## config.mk

```make
export PLATFORM = sky130hd
export DESIGN_NAME = cv32e40s_lockstep_alert_ctrl_flat
export DESIGN_NICKNAME = d
export VERILOG_FILES = /design/src/rtl/cv32e40s_lockstep_alert_ctrl_if.sv /design/src/rtl/cv32e40s_lockstep_alert_ctrl.sv /design/src/flat_wrapper.sv
export SDC_FILE = /design/constraint.sdc
export NUM_CORES = 1
export LEC_CHECK = 0
export CAP_MARGIN = 10
export CORE_ASPECT_RATIO = 1.75
export CORE_UTILIZATION = 48
export CTS_BUF_LIST = sky130_fd_sc_hd__clkbuf_8
export DETAILED_ROUTE_END_ITERATION = 10
export PLACE_DENSITY = 0.77
export RECOVER_POWER = 100
export SKIP_CTS_REPAIR_TIMING = 1
export SYNTH_ARGS = -nofsm -noshare
export SYNTH_HDL_FRONTEND = slang
export SYNTH_SLANG_ARGS = --single-unit
```

## constraint.sdc

```tcl
create_clock -name clk_i -period 1.7 [get_ports clk_i]
set_input_delay 0.17 -clock clk_i [delete_from_list [all_inputs] [get_ports clk_i]]
set_output_delay 0.17 -clock clk_i [all_outputs]
set_load 0.01 [all_outputs]
```

## src/rtl/cv32e40s_lockstep_alert_ctrl_if.sv

```systemverilog
// Signal bundle between the dual-core compare logic, the safety manager and the alert controller.
// The slave side is the alert controller; the master side drives mismatch flags and acknowledges.
interface cv32e40s_lockstep_alert_ctrl_if #(
  parameter int NUM_STAGES = 3,
  parameter int CNT_W      = 8
);
  logic [NUM_STAGES-1:0] compare_err_i;
  logic                  alert_ack_i;
  logic                  reset_ack_i;
  logic                  alert_minor_o;
  logic                  alert_major_o;
  logic [NUM_STAGES-1:0] err_stage_o;
  logic [CNT_W-1:0]      err_cnt_o;
  logic                  fetch_en_gate_o;
  logic                  reset_req_o;
  logic [1:0]            state_o;

  modport slave (
    input  compare_err_i, alert_ack_i, reset_ack_i,
    output alert_minor_o, alert_major_o, err_stage_o, err_cnt_o,
           fetch_en_gate_o, reset_req_o, state_o
  );

  modport master (
    output compare_err_i, alert_ack_i, reset_ack_i,
    input  alert_minor_o, alert_major_o, err_stage_o, err_cnt_o,
           fetch_en_gate_o, reset_req_o, state_o
  );
endinterface

```

## src/rtl/cv32e40s_lockstep_alert_ctrl.sv

```systemverilog
// Turns lockstep compare mismatches into minor alerts, sticky diagnosis and an escalation to fetch
// gating plus a reset request.
//   state    | meaning
//   IDLE     | no outstanding alert, fetch allowed
//   ALERT    | minor alert raised, ack timer running, fetch allowed
//   ESCALATE | fetch gated, reset requested until reset_ack_i
//   LOCKED   | fetch gated, terminal until rst_ni
module cv32e40s_lockstep_alert_ctrl #(
  parameter int NUM_STAGES    = 3,
  parameter int ESC_THRESHOLD = 4,
  parameter int ACK_TIMEOUT   = 256,
  parameter int CNT_W         = 8
) (
  input logic clk_i,
  input logic rst_ni,
  cv32e40s_lockstep_alert_ctrl_if.slave bus
);
  localparam int TMR_W = $clog2(ACK_TIMEOUT);
  localparam logic [TMR_W-1:0] TMR_LOAD = TMR_W'(ACK_TIMEOUT - 1);
  localparam logic [TMR_W-1:0] TMR_ONE  = TMR_W'(1);
  localparam logic [CNT_W-1:0] CNT_MAX  = '1;
  localparam logic [CNT_W:0]   ESC_THR  = (CNT_W+1)'(ESC_THRESHOLD);

  typedef enum logic [1:0] {
    ST_IDLE     = 2'd0,
    ST_ALERT    = 2'd1,
    ST_ESCALATE = 2'd2,
    ST_LOCKED   = 2'd3
  } state_e;

  state_e                r_state, w_state_nxt;
  logic [TMR_W-1:0]      r_timer, w_timer_nxt;
  logic                  r_err_any_q;
  logic                  r_minor;
  logic [CNT_W-1:0]      r_cnt;
  logic [NUM_STAGES-1:0] r_stage;

  logic                  w_err_any;
  logic                  w_event;
  logic [CNT_W:0]        w_cnt_p1;
  logic                  w_esc_hit;

  assign w_err_any = |bus.compare_err_i;
  assign w_event   = w_err_any & ~r_err_any_q;
  // One extra bit so the threshold compare still works once the counter is saturated.
  assign w_cnt_p1  = {1'b0, r_cnt} + {{CNT_W{1'b0}}, 1'b1};
  assign w_esc_hit = w_event && (w_cnt_p1 >= ESC_THR);

  always_ff @(posedge clk_i or negedge rst_ni) begin
    if (!rst_ni) begin
      r_state     <= ST_IDLE;
      r_timer     <= '0;
      r_err_any_q <= 1'b0;
      r_minor     <= 1'b0;
      r_cnt       <= '0;
      r_stage     <= '0;
    end else begin
      r_state     <= w_state_nxt;
      r_timer     <= w_timer_nxt;
      r_err_any_q <= w_err_any;
      r_minor     <= w_event;
      r_stage     <= r_stage | bus.compare_err_i;
      if (w_event && (r_cnt != CNT_MAX)) begin
        r_cnt <= w_cnt_p1[CNT_W-1:0];
      end
    end
  end

  always_comb begin
    w_state_nxt = r_state;
    w_timer_nxt = r_timer;
    case (r_state)
      ST_IDLE: begin
        if (w_esc_hit) begin
          w_state_nxt = ST_ESCALATE;
        end else if (w_event) begin
          w_state_nxt = ST_ALERT;
          w_timer_nxt = TMR_LOAD;
        end
      end
      ST_ALERT: begin
        // A fresh event outranks an ack arriving in the same cycle.
        if (w_esc_hit) begin
          w_state_nxt = ST_ESCALATE;
        end else if (w_event) begin
          w_timer_nxt = TMR_LOAD;
        end else if (bus.alert_ack_i) begin
          w_state_nxt = ST_IDLE;
        end else if (r_timer == '0) begin
          w_state_nxt = ST_ESCALATE;
        end else begin
          w_timer_nxt = r_timer - TMR_ONE;
        end
      end
      ST_ESCALATE: begin
        if (bus.reset_ack_i) begin
          w_state_nxt = ST_LOCKED;
        end
      end
      ST_LOCKED: begin
        w_state_nxt = ST_LOCKED;
      end
      default: begin
        w_state_nxt = ST_IDLE;
      end
    endcase
  end

  assign bus.alert_minor_o   = r_minor;
  assign bus.alert_major_o   = (r_state == ST_ESCALATE) || (r_state == ST_LOCKED);
  assign bus.fetch_en_gate_o = (r_state == ST_IDLE) || (r_state == ST_ALERT);
  assign bus.reset_req_o     = (r_state == ST_ESCALATE);
  assign bus.err_stage_o     = r_stage;
  assign bus.err_cnt_o       = r_cnt;
  assign bus.state_o         = r_state;
endmodule

```

## src/flat_wrapper.sv

```systemverilog
// flat-port wrapper written by rule: the top's interface ports become plain ports
module cv32e40s_lockstep_alert_ctrl_flat 
#(
  parameter int NUM_STAGES    = 3,
  parameter int ESC_THRESHOLD = 4,
  parameter int ACK_TIMEOUT   = 256,
  parameter int CNT_W         = 8
)
  (clk_i, rst_ni, bus_compare_err_i, bus_alert_ack_i, bus_reset_ack_i, bus_alert_minor_o, bus_alert_major_o, bus_err_stage_o, bus_err_cnt_o, bus_fetch_en_gate_o, bus_reset_req_o, bus_state_o);
  cv32e40s_lockstep_alert_ctrl_if #(.NUM_STAGES(NUM_STAGES), .CNT_W(CNT_W)) bus_i ();
  input logic clk_i;
  input logic rst_ni;
  input wire logic [$bits(bus_i.compare_err_i)-1:0] bus_compare_err_i;
  input wire logic [$bits(bus_i.alert_ack_i)-1:0] bus_alert_ack_i;
  input wire logic [$bits(bus_i.reset_ack_i)-1:0] bus_reset_ack_i;
  output wire logic [$bits(bus_i.alert_minor_o)-1:0] bus_alert_minor_o;
  output wire logic [$bits(bus_i.alert_major_o)-1:0] bus_alert_major_o;
  output wire logic [$bits(bus_i.err_stage_o)-1:0] bus_err_stage_o;
  output wire logic [$bits(bus_i.err_cnt_o)-1:0] bus_err_cnt_o;
  output wire logic [$bits(bus_i.fetch_en_gate_o)-1:0] bus_fetch_en_gate_o;
  output wire logic [$bits(bus_i.reset_req_o)-1:0] bus_reset_req_o;
  output wire logic [$bits(bus_i.state_o)-1:0] bus_state_o;
  assign bus_i.compare_err_i = bus_compare_err_i;
  assign bus_i.alert_ack_i = bus_alert_ack_i;
  assign bus_i.reset_ack_i = bus_reset_ack_i;
  assign bus_alert_minor_o = bus_i.alert_minor_o;
  assign bus_alert_major_o = bus_i.alert_major_o;
  assign bus_err_stage_o = bus_i.err_stage_o;
  assign bus_err_cnt_o = bus_i.err_cnt_o;
  assign bus_fetch_en_gate_o = bus_i.fetch_en_gate_o;
  assign bus_reset_req_o = bus_i.reset_req_o;
  assign bus_state_o = bus_i.state_o;
  cv32e40s_lockstep_alert_ctrl #(.NUM_STAGES(NUM_STAGES), .ESC_THRESHOLD(ESC_THRESHOLD), .ACK_TIMEOUT(ACK_TIMEOUT), .CNT_W(CNT_W)) u_core (.clk_i(clk_i), .rst_ni(rst_ni), .bus(bus_i));
endmodule
```

### After elaboration in Yosys (flattened, before gate mapping)

Cells that the tools add are included.

| storage, ports and cells | value |
|---|---|
| output and inout port bits | 17 |
| logic and storage cells | 50 |
| bits in registers | 23 |
| input port bits | 7 |

| operators by class | value |
|---|---|
| bitwise logic cells | 3 |
| equal/unequal tests | 13 |
| reduce and logical (&&, ||, !) cells | 10 |
| magnitude comparators | 1 |
| multiplexer cells | 15 |
| add/subtract/negate cells | 2 |

Operators by type and width:

| cell | number |
|---|---|
| 8-bit two-way mux | 6 |
| 8-bit case mux with 2 select lines | 1 |
| 2-bit two-way mux | 7 |
| 8-bit by 1-bit adder with 9-bit output, second input constant | 1 |
| 9-bit by 3-bit greater-or-equal comparator with 1-bit output, second input constant | 1 |
| 8-bit logical NOT | 1 |
| 8-bit inequality test, second input constant | 1 |
| 2-bit case mux with 4 select lines | 1 |
| 8-bit by 1-bit subtractor with 8-bit output, second input constant | 1 |
| 2-bit inequality test, second input constant | 3 |
| 3-bit by 2-bit inequality test with 1-bit output, second input constant | 2 |
| 6-bit AND reduction | 1 |
| 2-bit == test, second input constant | 2 |
| 4-bit by 2-bit inequality test with 1-bit output, second input constant | 1 |
| 4-bit AND reduction | 1 |
| 3-bit by 1-bit inequality test with 1-bit output, second input constant | 1 |
| 3-bit inequality test, second input constant | 1 |
| 3-bit bitwise OR | 1 |
| 3-bit OR reduction | 1 |
| 2-bit by 1-bit == test with 1-bit output, second input constant | 1 |
| 1-bit logical AND | 2 |
| 2-bit logical NOT | 1 |
| 1-bit logical OR | 2 |
| 2-bit by 1-bit inequality test with 1-bit output, second input constant | 1 |
| 3 further kinds | 3 |

### Longest topological paths before layout

| logic depth | value |
|---|---|
| depth in word-level cells | 6 |
| gate-level depth with buffers | 6 |
| mapped depth without buffers | 6 |

### Least setup slack after synthesis

Ideal clock, no wire load.

| timing path | value |
|---|---|
| path type | register -> register |
| start point | register u_core.r_cnt[0], in the netlist u_core.bus.err_cnt_o[0] |
| end point | register u_core.r_state[1], in the netlist u_core.bus.state_o[1] |
| library setup time | 119 ps |
| period minus slack after synthesis | 1862 ps |
| path slack | -162 ps |
| stages on the path, launching flop included | 6 |
| data required time | 1581 ps |
| data arrival time | 1744 ps |
| buffers on the path | 0 |
| cells stage by stage | dfrtp_1 ha_1 or4_4 nor3_2 o22ai_1 a21o_2 |

| between the ends | value |
|---|---|
| word-level cells in the longest chain between the ends | 5 |
| elaborated cells between the ends (all ways) | 10 |
| those cells by class | add/sub (1); order compare (1); eq/ne (3); mux (3); reduce/logical (2) |

RTL lines:

| item | RTL line | text |
|---|---|---|
| start: declaration | cv32e40s_lockstep_alert_ctrl.sv:35 | `logic [CNT_W-1:0] r_cnt;` |
| start signal: assignment | cv32e40s_lockstep_alert_ctrl.sv:64 | `r_cnt <= w_cnt_p1[CNT_W-1:0];` |
| 8-bit by 1-bit adder with 9-bit output * | cv32e40s_lockstep_alert_ctrl.sv:46 | `assign w_cnt_p1 = {1'b0, r_cnt} + {{CNT_W{1'b0}}, 1'b1};` |
| 9-bit by 3-bit greater-or-equal comparator with 1-bit output * | cv32e40s_lockstep_alert_ctrl.sv:47 | `assign w_esc_hit = w_event && (w_cnt_p1 >= ESC_THR);` |
| 1-bit logical AND * | cv32e40s_lockstep_alert_ctrl.sv:47 |  |
| 4-bit by 2-bit inequality test with 1-bit output (no source line) (tied with other cells) | n/a |  |
| 4-bit AND reduction (no source line) / 2-bit case mux with 4 select lines (equally long branches) | n/a |  |
| end signal: assignment | cv32e40s_lockstep_alert_ctrl.sv:58 | `r_state <= w_state_nxt;` |
| end: declaration | cv32e40s_lockstep_alert_ctrl.sv:31 | `state_e r_state, w_state_nxt;` |

Mark *: on every way between the ends. The rest lies on a longest branch, timed or not.
A chain may end at the register's enable or synchronous reset.

### Final worst setup path

| timing path | value |
|---|---|
| start point | register u_core.r_cnt[0], in the netlist u_core.bus.err_cnt_o[0] |
| end point | register u_core.r_timer[1] |

| between the ends | value |
|---|---|
| word-level cells in the longest chain between the ends | 5 |
| elaborated cells between the ends (all ways) | 6 |
| those cells by class | add/sub (1); order compare (1); eq/ne (2); reduce/logical (2) |

RTL lines:

| item | RTL line | text |
|---|---|---|
| 8-bit by 1-bit adder with 9-bit output * | cv32e40s_lockstep_alert_ctrl.sv:46 |  |
| 9-bit by 3-bit greater-or-equal comparator with 1-bit output * | cv32e40s_lockstep_alert_ctrl.sv:47 |  |
| 1-bit logical AND * | cv32e40s_lockstep_alert_ctrl.sv:47 |  |
| 2-bit inequality test (no source line) | n/a |  |
| 6-bit AND reduction (no source line) * | n/a |  |
| end signal: assignment | cv32e40s_lockstep_alert_ctrl.sv:59 | `r_timer <= w_timer_nxt;` |
| end: declaration | cv32e40s_lockstep_alert_ctrl.sv:32 | `logic [TMR_W-1:0] r_timer, w_timer_nxt;` |

Marks and branches as above.

==> reports/qor.csv <==
stage,metric,value,unit
clock_tree,TritonCTS clock tree,done,
critical_path,critical path type,reg2reg,
critical_path,worst r2r src,u_core.bus.err_cnt_o[0],
placement,DP HPWL,2.56,mm
clock_tree,TritonCTS Sinks,23,
sta,Worst-Margin Slew,587,ps
yosys,syn_nets,137,
clock_tree,Max clock buf depth,2,
yosys,"EDFF count, synth",0,
die,DIE AREA,2900,µm²
global_routing,initial antenna violation count,0,
status,status,finished with violations,
sta,Rel. slew slack,60.9,%
sta,Final setup viols,6,
sta,Max Slew Vio Count,0,
sta,setup TNS,-278,ps
yosys,"Top FF cell, synth",dfrtp_1,
sta,Final Skew,3.21,ps
pwr,Max rail drop VDD,0.661,mV
drt,Vias,1184,
yosys,cell area after synthesis,1290,µm²
placement,Placement Setup Slack,-156,ps
drt,initial DRC count,27,
sta,Setup WS post-layout,-70.7,ps
yosys,asr flop ratio synth,100,%
global_routing,pin count of the biggest net entering global routing,24,
drt,final WL,3.38,mm
drt,post-route antenna net violation count,0,
final_layout,"most common cell after layout, fill and taps aside",buf_4,
clock_tree,Num CTS Buffers,3,
global_routing,first-pass GRT wire length,5.29,mm
final_layout,sequential standard cell area,578,µm²
final_layout,area grow syn2layout,41.9,%
sta,unrepaired setup endpoints after global routing,true,
die,die height,70.5,µm
final_layout,Multi-input gate area,719,µm²
drt,DR pass1 iterations,5,
drt,drt drc,0,
yosys,Yosys cell types,44,
final_layout,layout cells sized above 1,32.0,%
clock_tree,Clock transition at path regs,90,ps
critical_path,crit path max fanout,7,
final_layout,antenna cell count,0,
critical_path,crit end category,flop,
pwr,total power,0.00177,W
clock_tree,CTS Root Cell,clkbuf_8,
final_layout,nets@finish,187,
yosys,post-synthesis sequential area ratio,44.7,%
critical_path,R2R cell count,5,
final_layout,most frequent cells in the layout,"22 x buf_4, 21 x dfrtp_1, 17 x dlygate4sd3_1, 8 x inv_1, 7 x nand3_1",
pwr,P_leak,0.769,nW
yosys,Syn Inst Count,126,
pwr,P per Cell Area,970,nW/µm²
drt,Routed WL per cell,16.8,µm
sta,"Hold Vio Cnt, Final",0,
critical_path,WP data arrival,1960,ps
placement,dpl cells,197,
min_path,worst min path class,in2async,
yosys,#FFs+latches synth,23,
final_layout,Layout Cells excl Fill,201,
die,die width,41.1,µm
clock_tree,"Clk Latency, worst-skew pair",270,ps
global_routing,number of global-route vias before repair,1232,
clock_tree,CTS H-tree depth,1,
drt,via/cell ratio,5.89,
job,number of max-cap violations,0,
global_routing,global route overflow,0,
yosys,YS warnings,0,
die,area of the core,2520,µm²
critical_path,reg-to-reg endpoint,u_core.r_timer[1],
sta,minimum clock period,1770,ps
die,I/O pin total,24,
critical_path,Startpoint Class,flop,
placement,gpl congestion,0.800,
die,Initial Util,51.0,%
yosys,Avg Inst Size Synth,10.2,µm²
status,failing checks,setup timing,
die,# rows,24,
placement,buffers added on ports,23,
critical_path,R2R setup slack,-70,ps
final_layout,fillers,203,
sta,fmax,0.565,GHz
sta,Final period util,104,%
final_layout,utilization after layout,72.4,%
critical_path,WP data required,1890,ps
global_routing,GRT Util Overall,26.0,%
-- registers in the layout, indices dropped and copies added, names as in the netlist --
name / cells
u_core.bus.err_cnt_o: 8
u_core.r_timer: 8
u_core.bus.err_stage_o: 3
u_core.bus.state_o: 2
u_core.bus.alert_minor_o: 1
u_core.r_err_any_q: 1
-- worst max-delay path, cell delays in order, from the launching register on --
cell	delay, ps
dfrtp_2	450
ha_4	180
or4_4	490
nor3_4	190
o221ai_4	190
a32oi_1	190
-- where the power goes --
part           internal [W]  switching [W]  leakage, nW  total [W]
clock network      0.000166       0.000196       0.0217   0.000362
registers          0.000619      0.0000913        0.279   0.000710
logic              0.000353       0.000346        0.468   0.000699
total               0.00114       0.000633        0.769    0.00177
-- worst max-delay path by stage --
stage,start,to,slack [ps],depth (start not counted)
after global placement,bus_compare_err_i[1],u_core.r_timer[4],-80,6
after CTS,u_core.bus.err_cnt_o[0],u_core.r_timer[1],-80,5
after detailed placement,bus_compare_err_i[1],u_core.r_timer[4],-160,6
after global routing,u_core.bus.err_cnt_o[0],u_core.bus.state_o[1],-140,5
final,u_core.bus.err_cnt_o[0],u_core.r_timer[1],-70,5
after floorplan,u_core.bus.err_cnt_o[4],u_core.bus.state_o[1],-3,5
-- per-layer routing --
metal / routed length (µm) / GRT usage, %
met2: 2020 / 49.0
met1: 1230 / 26.1
met5: 0 / 0
met4: 53 / 9.68
met3: 70 / 1.90
-- final cells by class --
class	count	area share (%)
Multi-Input combinational cell	90	39.4
Sequential cell	23	31.7
Timing Repair Buffer	49	22.6
Clock buffer	3	2.26
Inverter	9	1.85
Tap cell	26	1.78
Clock inverter	1	0.411
-- cells in the mapped netlist (all sizes together) (2+ instances only) --
cell / number / area (µm²)
or4: 2 / 18.8
dfrtp: 23 / 576
o21ai: 6 / 30.0
nor2: 6 / 22.5
buf: 2 / 22.5
nor4: 2 / 18.8
xnor2: 5 / 43.8
nor3: 7 / 51.3
and4: 3 / 26.3
a21oi: 5 / 25.0
a21o: 2 / 16.3
clkbuf: 2 / 7.51
a31oi: 3 / 18.8
nand3: 9 / 45.0
nand2: 4 / 15.0
mux2: 3 / 33.8
a211o: 2 / 18.8
inv: 9 / 33.8
or2: 4 / 25.0
and3: 3 / 20.0
ha: 4 / 50.1
nand4: 4 / 25.0
o31ai: 2 / 15.0
-- per-stage QoR --
step | area (µm²) | hold slack (ps)
floorplan | 1330 | -126
global placement | 1760 | 451
detailed placement | 1760 | 456
CTS | 1810 | 272
global route | 1830 | 482
finish | 1830 | 425
-- cells by family after synthesis --
group / Yosys count / share of synthesized area [%]
AO/OA/AOI/OAI: 30 / 17.4
XOR/XNOR: 5 / 3.40
adder cells (fa/ha/maj): 4 / 3.89
buffers and inverters: 13 / 4.96
flip-flops: 23 / 44.7
multiplexers: 3 / 2.63
AND/OR/NAND/NOR: 48 / 23.0
(Power assumes the default switching activity.)
